===== config.mk =====
export PLATFORM = sky130hd
export DESIGN_NAME = ifu_fetch_queue
export DESIGN_NICKNAME = d
export VERILOG_FILES = /design/src/rtl/npc_pkg.sv /design/src/rtl/npc_sync_fifo.sv /design/src/rtl/ifu_fetch_queue.sv
export SDC_FILE = /design/constraint.sdc
export NUM_CORES = 1
export LEC_CHECK = 0
export ABC_AREA = 1
export BUFFER_PORTS_ARGS = -buffer_cell sky130_fd_sc_hd__buf_2
export CAP_MARGIN = 0
export CORE_MARGIN = 10
export CORE_UTILIZATION = 50
export CTS_CLUSTER_DIAMETER = 50
export DETAILED_ROUTE_END_ITERATION = 10
export PLACE_DENSITY = 0.69
export SYNTH_ARGS = -nofsm -noshare
export SYNTH_HDL_FRONTEND = slang
export SYNTH_SLANG_ARGS = --single-unit
export TNS_END_PERCENT = 1

===== constraint.sdc =====
create_clock -name clk -period 5.6 [get_ports clk]
set_input_delay 0.56 -clock clk [delete_from_list [all_inputs] [get_ports clk]]
set_output_delay 0.56 -clock clk [all_outputs]
set_load 0.01 [all_outputs]

===== src/rtl/npc_pkg.sv =====
// Shared npc core types and widths.
// Used by the fetch unit, its FIFOs and the idu input.
package npc_pkg;

  localparam int ADDR_WIDTH = 32;
  localparam int INST_WIDTH = 32;
  localparam int DATA_WIDTH = 32;
  localparam logic [ADDR_WIDTH-1:0] RESET_PC = 32'h8000_0000;

  typedef struct packed {
    logic [ADDR_WIDTH-1:0] pc;
    logic [INST_WIDTH-1:0] instr;
  } fetch_entry_t;

endpackage


===== src/rtl/npc_sync_fifo.sv =====
// Synchronous FIFO with flush and occupancy count.
// Head data reads as zero while empty.
module npc_sync_fifo #(
  parameter int WIDTH = 32,
  parameter int DEPTH = 4
) (
  input  logic                       clk,
  input  logic                       rst,
  input  logic                       push,
  input  logic [WIDTH-1:0]           wdata,
  input  logic                       pop,
  input  logic                       flush,
  output logic [WIDTH-1:0]           rdata,
  output logic [$clog2(DEPTH+1)-1:0] count
);

  localparam int CW = $clog2(DEPTH + 1);
  localparam int PW = $clog2(DEPTH);

  logic [WIDTH-1:0] mem [DEPTH];
  logic [PW-1:0]    rd_ptr;
  logic [PW-1:0]    wr_ptr;
  logic             do_push;
  logic             do_pop;

  assign do_pop  = pop && (count != '0);
  assign do_push = push && ((count != CW'(DEPTH)) || do_pop);

  always_ff @(posedge clk) begin
    if (rst || flush) begin
      rd_ptr <= '0;
      wr_ptr <= '0;
      count  <= '0;
    end else begin
      if (do_push)
        wr_ptr <= wr_ptr + PW'(1);
      if (do_pop)
        rd_ptr <= rd_ptr + PW'(1);
      count <= count + CW'(do_push) - CW'(do_pop);
    end
  end

  always_ff @(posedge clk) begin
    if (do_push && !flush && !rst)
      mem[wr_ptr] <= wdata;
  end

  assign rdata = (count != '0) ? mem[rd_ptr] : '0;

endmodule


===== src/rtl/ifu_fetch_queue.sv =====
// Instruction fetch unit: credit-limited icache requests, fetch queue.
// Optional same-cycle response bypass: IFU_FQ_BYPASS_EN.
module ifu_fetch_queue
  import npc_pkg::*;
#(
  parameter int                    ADDR_WIDTH = npc_pkg::ADDR_WIDTH,
  parameter int                    INST_WIDTH = npc_pkg::INST_WIDTH,
  parameter int                    FQ_DEPTH   = 4,
  parameter logic [ADDR_WIDTH-1:0] RESET_PC   = npc_pkg::RESET_PC
) (
  input  logic                  clk,
  input  logic                  rst,
  output logic                  req_valid_o,
  input  logic                  req_ready_i,
  output logic [ADDR_WIDTH-1:0] req_addr_o,
  input  logic                  rsp_valid_i,
  input  logic [INST_WIDTH-1:0] rsp_instr_i,
  input  logic                  redirect_valid_i,
  input  logic [ADDR_WIDTH-1:0] redirect_pc_i,
  output logic                  instr_valid_o,
  input  logic                  instr_ready_i,
  output logic [INST_WIDTH-1:0] instr_o,
  output logic [ADDR_WIDTH-1:0] pc_o
);

  localparam int CW  = $clog2(FQ_DEPTH + 1);
  localparam int CW1 = CW + 1;
  localparam int EW  = $bits(fetch_entry_t);

  logic [ADDR_WIDTH-1:0] fetch_pc;
  logic [ADDR_WIDTH-1:0] pc_head;
  logic [CW-1:0]         drop;
  logic [CW-1:0]         pc_count;
  logic [CW-1:0]         occupancy;
  logic [CW-1:0]         outstanding;
  logic [CW:0]           credit_used;
  logic                  req_fire;
  logic                  rsp_drop;
  logic                  rsp_ok;
  logic                  q_push;
  logic                  q_pop;
  logic                  byp;
  fetch_entry_t          rsp_entry;
  fetch_entry_t          q_head;

  // Stale requests live only in drop; live ones in the PC FIFO.
  assign outstanding = pc_count + drop;
  assign credit_used = {1'b0, occupancy} + {1'b0, outstanding};

  assign req_valid_o = !rst && !redirect_valid_i &&
                       (credit_used < CW1'(FQ_DEPTH));
  assign req_addr_o  = fetch_pc;
  assign req_fire    = req_valid_o && req_ready_i;

  assign rsp_drop  = drop != '0;
  assign rsp_ok    = rsp_valid_i && !rsp_drop && !redirect_valid_i;
  assign rsp_entry = '{pc: pc_head, instr: rsp_instr_i};

`ifdef IFU_FQ_BYPASS_EN
  assign byp = rsp_ok && (occupancy == '0);
`else
  assign byp = 1'b0;
`endif

  assign instr_valid_o     = (occupancy != '0) || byp;
  assign {pc_o, instr_o}   = byp ? rsp_entry : q_head;
  assign q_pop             = (occupancy != '0) && instr_ready_i;
  assign q_push            = rsp_ok && !(byp && instr_ready_i);

  always_ff @(posedge clk) begin
    if (rst) begin
      fetch_pc <= RESET_PC;
      drop     <= '0;
    end else if (redirect_valid_i) begin
      fetch_pc <= redirect_pc_i & ~ADDR_WIDTH'(3);
      drop     <= outstanding - CW'(rsp_valid_i);
    end else begin
      if (req_fire)
        fetch_pc <= fetch_pc + ADDR_WIDTH'(4);
      if (rsp_valid_i && rsp_drop)
        drop <= drop - CW'(1);
    end
  end

  npc_sync_fifo #(
    .WIDTH (ADDR_WIDTH),
    .DEPTH (FQ_DEPTH)
  ) u_pc_fifo (
    .clk   (clk),
    .rst   (rst),
    .push  (req_fire),
    .wdata (fetch_pc),
    .pop   (rsp_valid_i && !rsp_drop),
    .flush (redirect_valid_i),
    .rdata (pc_head),
    .count (pc_count)
  );

  npc_sync_fifo #(
    .WIDTH (EW),
    .DEPTH (FQ_DEPTH)
  ) u_inst_q (
    .clk   (clk),
    .rst   (rst),
    .push  (q_push),
    .wdata (rsp_entry),
    .pop   (q_pop),
    .flush (redirect_valid_i),
    .rdata (q_head),
    .count (occupancy)
  );

endmodule

# Word level (Yosys, flattened, before mapping)
# Memories as Yosys holds them, arrays and structs flattened. A register that Yosys moved wholly into a read port is not among the register bits.
# Cells that the tools add are included.
[totals]
in_bits = 70
mem_bits_rw = 384
word_cells = 68
mem_count = 2
out_inout_bits = 98
register_bits = 49
[mem_list]
columns = ["memory", "words", "width", "read_ports", "rd_clocked_by_memory_dff", "write_ports", "line", "source"]
rows = [
  ["u_inst_q.mem", 4, 64, 1, 1, 1, "npc_sync_fifo.sv:20", "logic [WIDTH-1:0] mem [DEPTH];"],
  ["u_pc_fifo.mem", 4, 32, 1, 1, 1, "npc_sync_fifo.sv:20", ""],
]
[op_classes]
addsub = 13
magnitude_cmp = 1
eq_ne = 2
reduce_logical = 27
n_mux = 14
[op_table]
columns = ["operator", "count"]
rows = [
  ["$mux 32", 3],
  ["$mux 64", 1],
  ["$add 32x3->32 const B", 1],
  ["$logic_and 1x1->1", 15],
  ["$reduce_bool 3->1", 3],
  ["$sub 3x1->3", 3],
  ["$add 2x1->2 const B", 4],
  ["$mux 2", 4],
  ["$add 3x1->3", 2],
  ["$mux 3", 2],
  ["$ne 3x3->1 const B", 2],
  ["$add 3x3->4", 1],
  ["$lt 4x3->1 const B", 1],
  ["$mux 1", 4],
  ["$reduce_bool 2->1", 2],
  ["$add 3x3->3", 1],
  ["$logic_not 1->1", 3],
  ["$logic_or 1x1->1", 3],
  ["$sub 3x1->3 const B", 1],
  ["$reduce_or 2->1", 1],
]

# Longest topological paths before layout
[logic_depth]
word_depth = 10
depth_mapped = 18
ltp_nobuf = 17

# Modules after synthesis
# From an unflattened synthesis, not the netlist that was laid out.
[hier_totals]
cells_unflattened = 1696
area_unflattened_um2 = 18622.9
[modules_own_cells]
columns = ["mod", "cells_per_inst", "instances", "area_per_inst_um2", "seq_area_each_um2"]
rows = [
  ["npc_sync_fifo (u_inst_q)", 826, 1, 10413.7, 7867.5],
  ["npc_sync_fifo (u_pc_fifo)", 450, 1, 5567.8, 4023.9],
  ["ifu_fetch_queue", 420, 1, 2641.3, 660.6],
]

# Least setup slack after synthesis
# OpenSTA, ideal clock, no wires.
[synth_timing]
path_type = "input port to flip-flop"
start = "in rsp_valid_i"
end = "mem u_inst_q.mem[0][0] in the netlist's numbering, enable pin"
required_ns = 5.118
setup_ns = 0.482
t_arrival_ns = 3.727
n_path_buf = 0
stages = 6
slack_ns = 1.391
path_cell_list = "inv_1 -> nor2_1 -> nand2_1 -> nor2_1 -> nand2_1 -> nor2_1"
[synth_between]
elab_chain_cells = 7
[synth_lines]
columns = ["item", "line", "source"]
rows = [
  ["start, declared", "ifu_fetch_queue.sv:16", "input logic rsp_valid_i,"],
  ["$logic_and 1x1->1 (2 in series)", "ifu_fetch_queue.sv:56", "assign rsp_ok = rsp_valid_i && !rsp_drop && !redirect_valid_i;"],
  ["$logic_and 1x1->1", "npc_sync_fifo.sv:27", "assign do_push = push && ((count != CW'(DEPTH)) || do_pop);"],
  ["via u_inst_q.do_push", "npc_sync_fifo.sv:23", "logic do_push;"],
  ["$logic_and 1x1->1 (2 in series)", "npc_sync_fifo.sv:44", "if (do_push && !flush && !rst)"],
  ["$mux 1", "npc_sync_fifo.sv:44", ""],
  ["$mux 1 (implied by the code)", "npc_sync_fifo.sv:45", "mem[wr_ptr] <= wdata;"],
  ["end, declared", "npc_sync_fifo.sv:20", ""],
]
# The timed path passes the listed nets, and every way through them passes these cells.

==> impl_results.md <==
- Clk sinks: 419
- Iter 0 DRT Violations: 1106
- Worst r2r path cells: 17
- Hpwl dp: 23.8 mm
- Critical path data arrival time: 2.89 ns
- Crit path max fanout: 73
- Critical-path cell list: buf_4, nor2_1, nor2_1, o21ai_0, a21oi_1, buf_2
- Largest net degree at the start of global routing: 125
- Sequential area share after synthesis: 69.1%
- Status: completed
- Antenna viol nets, final: 0
- HP Class: in -> reg
- CTS H-tree lvls: 2
- Clock Latency Late Sink: 0.56 ns
- Initial antenna violation count: 0
- Post-synth EDFFs: 368
- Inserted Diodes: 0
- Number of fill cells: 2823
- Post-CTS Setup Bufs: 0
- Worst setup SP type: flop
- Vias in the first global route: 11700
- Delay-heaviest family, CP: buffers and inverters
- Number of buffers created by CTS: 45
- Clock root cell: clkbuf_16
- GR Util met1: 25.0%
- Final Cell Area: 0.0202 mm^2
- Mapped Cells: 1608
- Req. time, crit path: 5.04 ns
- Commonest cells after routing, fill and taps aside: nor2_1, edfxtp_1, o21ai_0, buf_2, nand2_1
- Commonest non-fill, non-tap cell in the layout: nor2_1
- Row count: 68
- Layer with the highest usage: met2
- Worst slew margin: 24.3%
- Final min period: 3.45 ns
- WS Path Type: reg -> out
- Layout cells sized above 1: 15.7%
- Top FF cell, synth: edfxtp_1
- I/O Buffers: 161
- Post-synth cell types: 36
- Finished Layout Cells: 2248
- Setup WS pre-CTS: 2.18 ns
- DRC: 0
- Placement Cell Area: 0.0187 mm^2
- CORE AREA: 0.0345 mm^2
- Resized cells post-CTS: 0
- CP dominant cell by count: nor2_1
- Vias post-DR: 12000
- M2 GR Usage: 29.7%
- Critical Path End Type: primary output
- GPL Wtd Cong: 0.863
- Slew Limit Fails: 0
- Ys Warns: 0
- Synthesized cell area: 0.0175 mm^2
- Max clock buf depth: 3
- FFs w/ async S/R, synth: 0%
- Met3 usage in global routing: 3.68%
- Final wirelength: 40.1 mm
- RR Endpoint: u_pc_fifo.count[2]
- Cts hold-fix bufs: 0
- Leakage: 7.56 nW
- First-pass GRT wire length: 62.6 mm
- Total Negative Setup Slacks: 0 ns
- Hold_sp: rsp_instr_i[30]
- Layout area overhead: 15.9%
- WP buf/inv: 2
- Die area: 0.0428 mm^2
- Top Ports: 168
- NumNets Final: 1849
- Post-Synthesis Mean Instance Area: 10.9 um^2
- GRT Util Overall: 18.4%
- R2R setup slack: 2.19 ns
- WL per Instance: 17.8 um
- Hold Crit Endpoint: u_inst_q.mem[1][30]
- DR vias/cell: 5.34
- Final setup vio count: 0
- Worst setup margin: 2.15 ns
- Highest clock rate: 290 MHz
- Pwr/cell area: 343 mW/mm^2
- Hold depth: 1
- Initial Util: 50.6%
- Die width: 207 um
- Clock transition at path regs: 0.06 ns
- Worst slew pin tran: 1.14 ns
- Final Hold Viols: 0
- Clock Skews: 0.0182 ns
- Total power: 6.94 mW
- Worst vdd ir: 0.259 mV
- Final period utilization: 61.6%
- Total gr overflow: 0
- Max_cap viols: 0
- Number of iterations in the first detailed-routing pass: 5
- Unrepaired setup endpoints after global routing: no
- CTS tree: built
- RR Startpoint: drop[0]
- Critical-path top delay cell: dfxtp_4
- Synthesis-stage register bit count: 419
- Die Y: 207 um
- Dpl cells: 2164
- Crit path largest cell delay: 0.73 ns
power by group:
part / switching (mW) / internal [mW] / total [mW] / leakage (nW)
combinational: 0.264 / 0.129 / 0.393 / 2.98
sequential: 0.0601 / 3.45 / 3.51 / 3.82
clock: 1.22 / 1.83 / 3.05 / 0.757
Yosys cell counts (12+ instances only):
master,n,share of area (%)
nor2_1,439,9.4
dfxtp_1,51,5.8
edfxtp_1,368,63
xor2_1,12,0.60
o21ai_0,202,5.8
inv_1,85,1.8
ha_1,20,1.4
a21oi_1,126,3.6
o21ai_1,14,0.40
nand2_1,130,2.8
nand3_1,31,0.89
clkbuf_1,57,1.2
worst register-to-register path: stages (launching register included):
cell and delay [ns]:
dfxtp_1 0.33, ha_1 0.21, fa_1 0.37, xor2_1 0.18, or2_2 0.29, nand2_1 0.08
inv_1 0.04, ha_1 0.26, nor2_1 0.04, nand2_1 0.16, nor3_4 0.06, o21ai_2 0.19
inv_1 0.09, ha_1 0.23, fa_1 0.38, xor2_1 0.18, o21ai_0 0.15, a21oi_1 0.06
how the worst max path moves through the flow:
| stage | to | cells past startpoint |
|---|---|---|
| 2_1_floorplan | u_inst_q.mem[0][0] | 6 |
| 6_report | pc_o[11] | 6 |
| 3_3_place_gp | u_pc_fifo.count[2] | 17 |
| 5_1_grt | u_pc_fifo.count[2] | 17 |
| 4_1_cts | pc_o[13] | 6 |
| 3_5_place_dp | u_pc_fifo.count[2] | 17 |
per-layer routing:
metal | up-vias | wire length (um) | part of all wire (%)
met5 | - | 0 | 0
met4 | 0 | 645 | 1.6
met3 | 44 | 3250 | 8.1
met2 | 451 | 18600 | 46
met1 | 5693 | 17700 | 44
li1 | 5815 | - | -
state kept, by name, indices dropped and copies added, names as in the netlist, 3 cells and up, named ones only:
| signal | flops |
|---|---|
| drop | 3 |
| req_addr_o | 30 |
| u_inst_q.count | 3 |
| u_inst_q.mem | 248 |
| u_pc_fifo.count | 3 |
| u_pc_fifo.mem | 120 |
final cells by class:
| type | instances | area, um^2 | share of cell area, % |
|---|---|---|---|
| clock buffer | 54 | 1200 | 5.93 |
| clock inverter | 30 | 345 | 1.71 |
| inverter | 91 | 342 | 1.69 |
| multi-input combinational | 1019 | 4760 | 23.5 |
| sequential | 419 | 12100 | 59.7 |
| tap | 455 | 569 | 2.81 |
| timing repair buffer | 180 | 948 | 4.68 |
kinds of logic after synthesis:
kind of cell    count (synthesis)  synth area share, %
compound gates                354                 10.3
fa+ha+maj                      23                 1.78
xor+xnor                       15                0.752
simple gates                  623                 14.1
other cells                     1               0.0215
flops                         419                 69.1
buf+inv                       173                 3.95
stage by stage:
stage	util [%]	hold slack (ns)
finish	58.6	0.218
detailed placement	54.1	0.456
global route	58.6	0.199
global placement	54.1	0.444
floorplan	-	0.436
CTS	58.6	0.192
(Power assumes the default switching activity.)
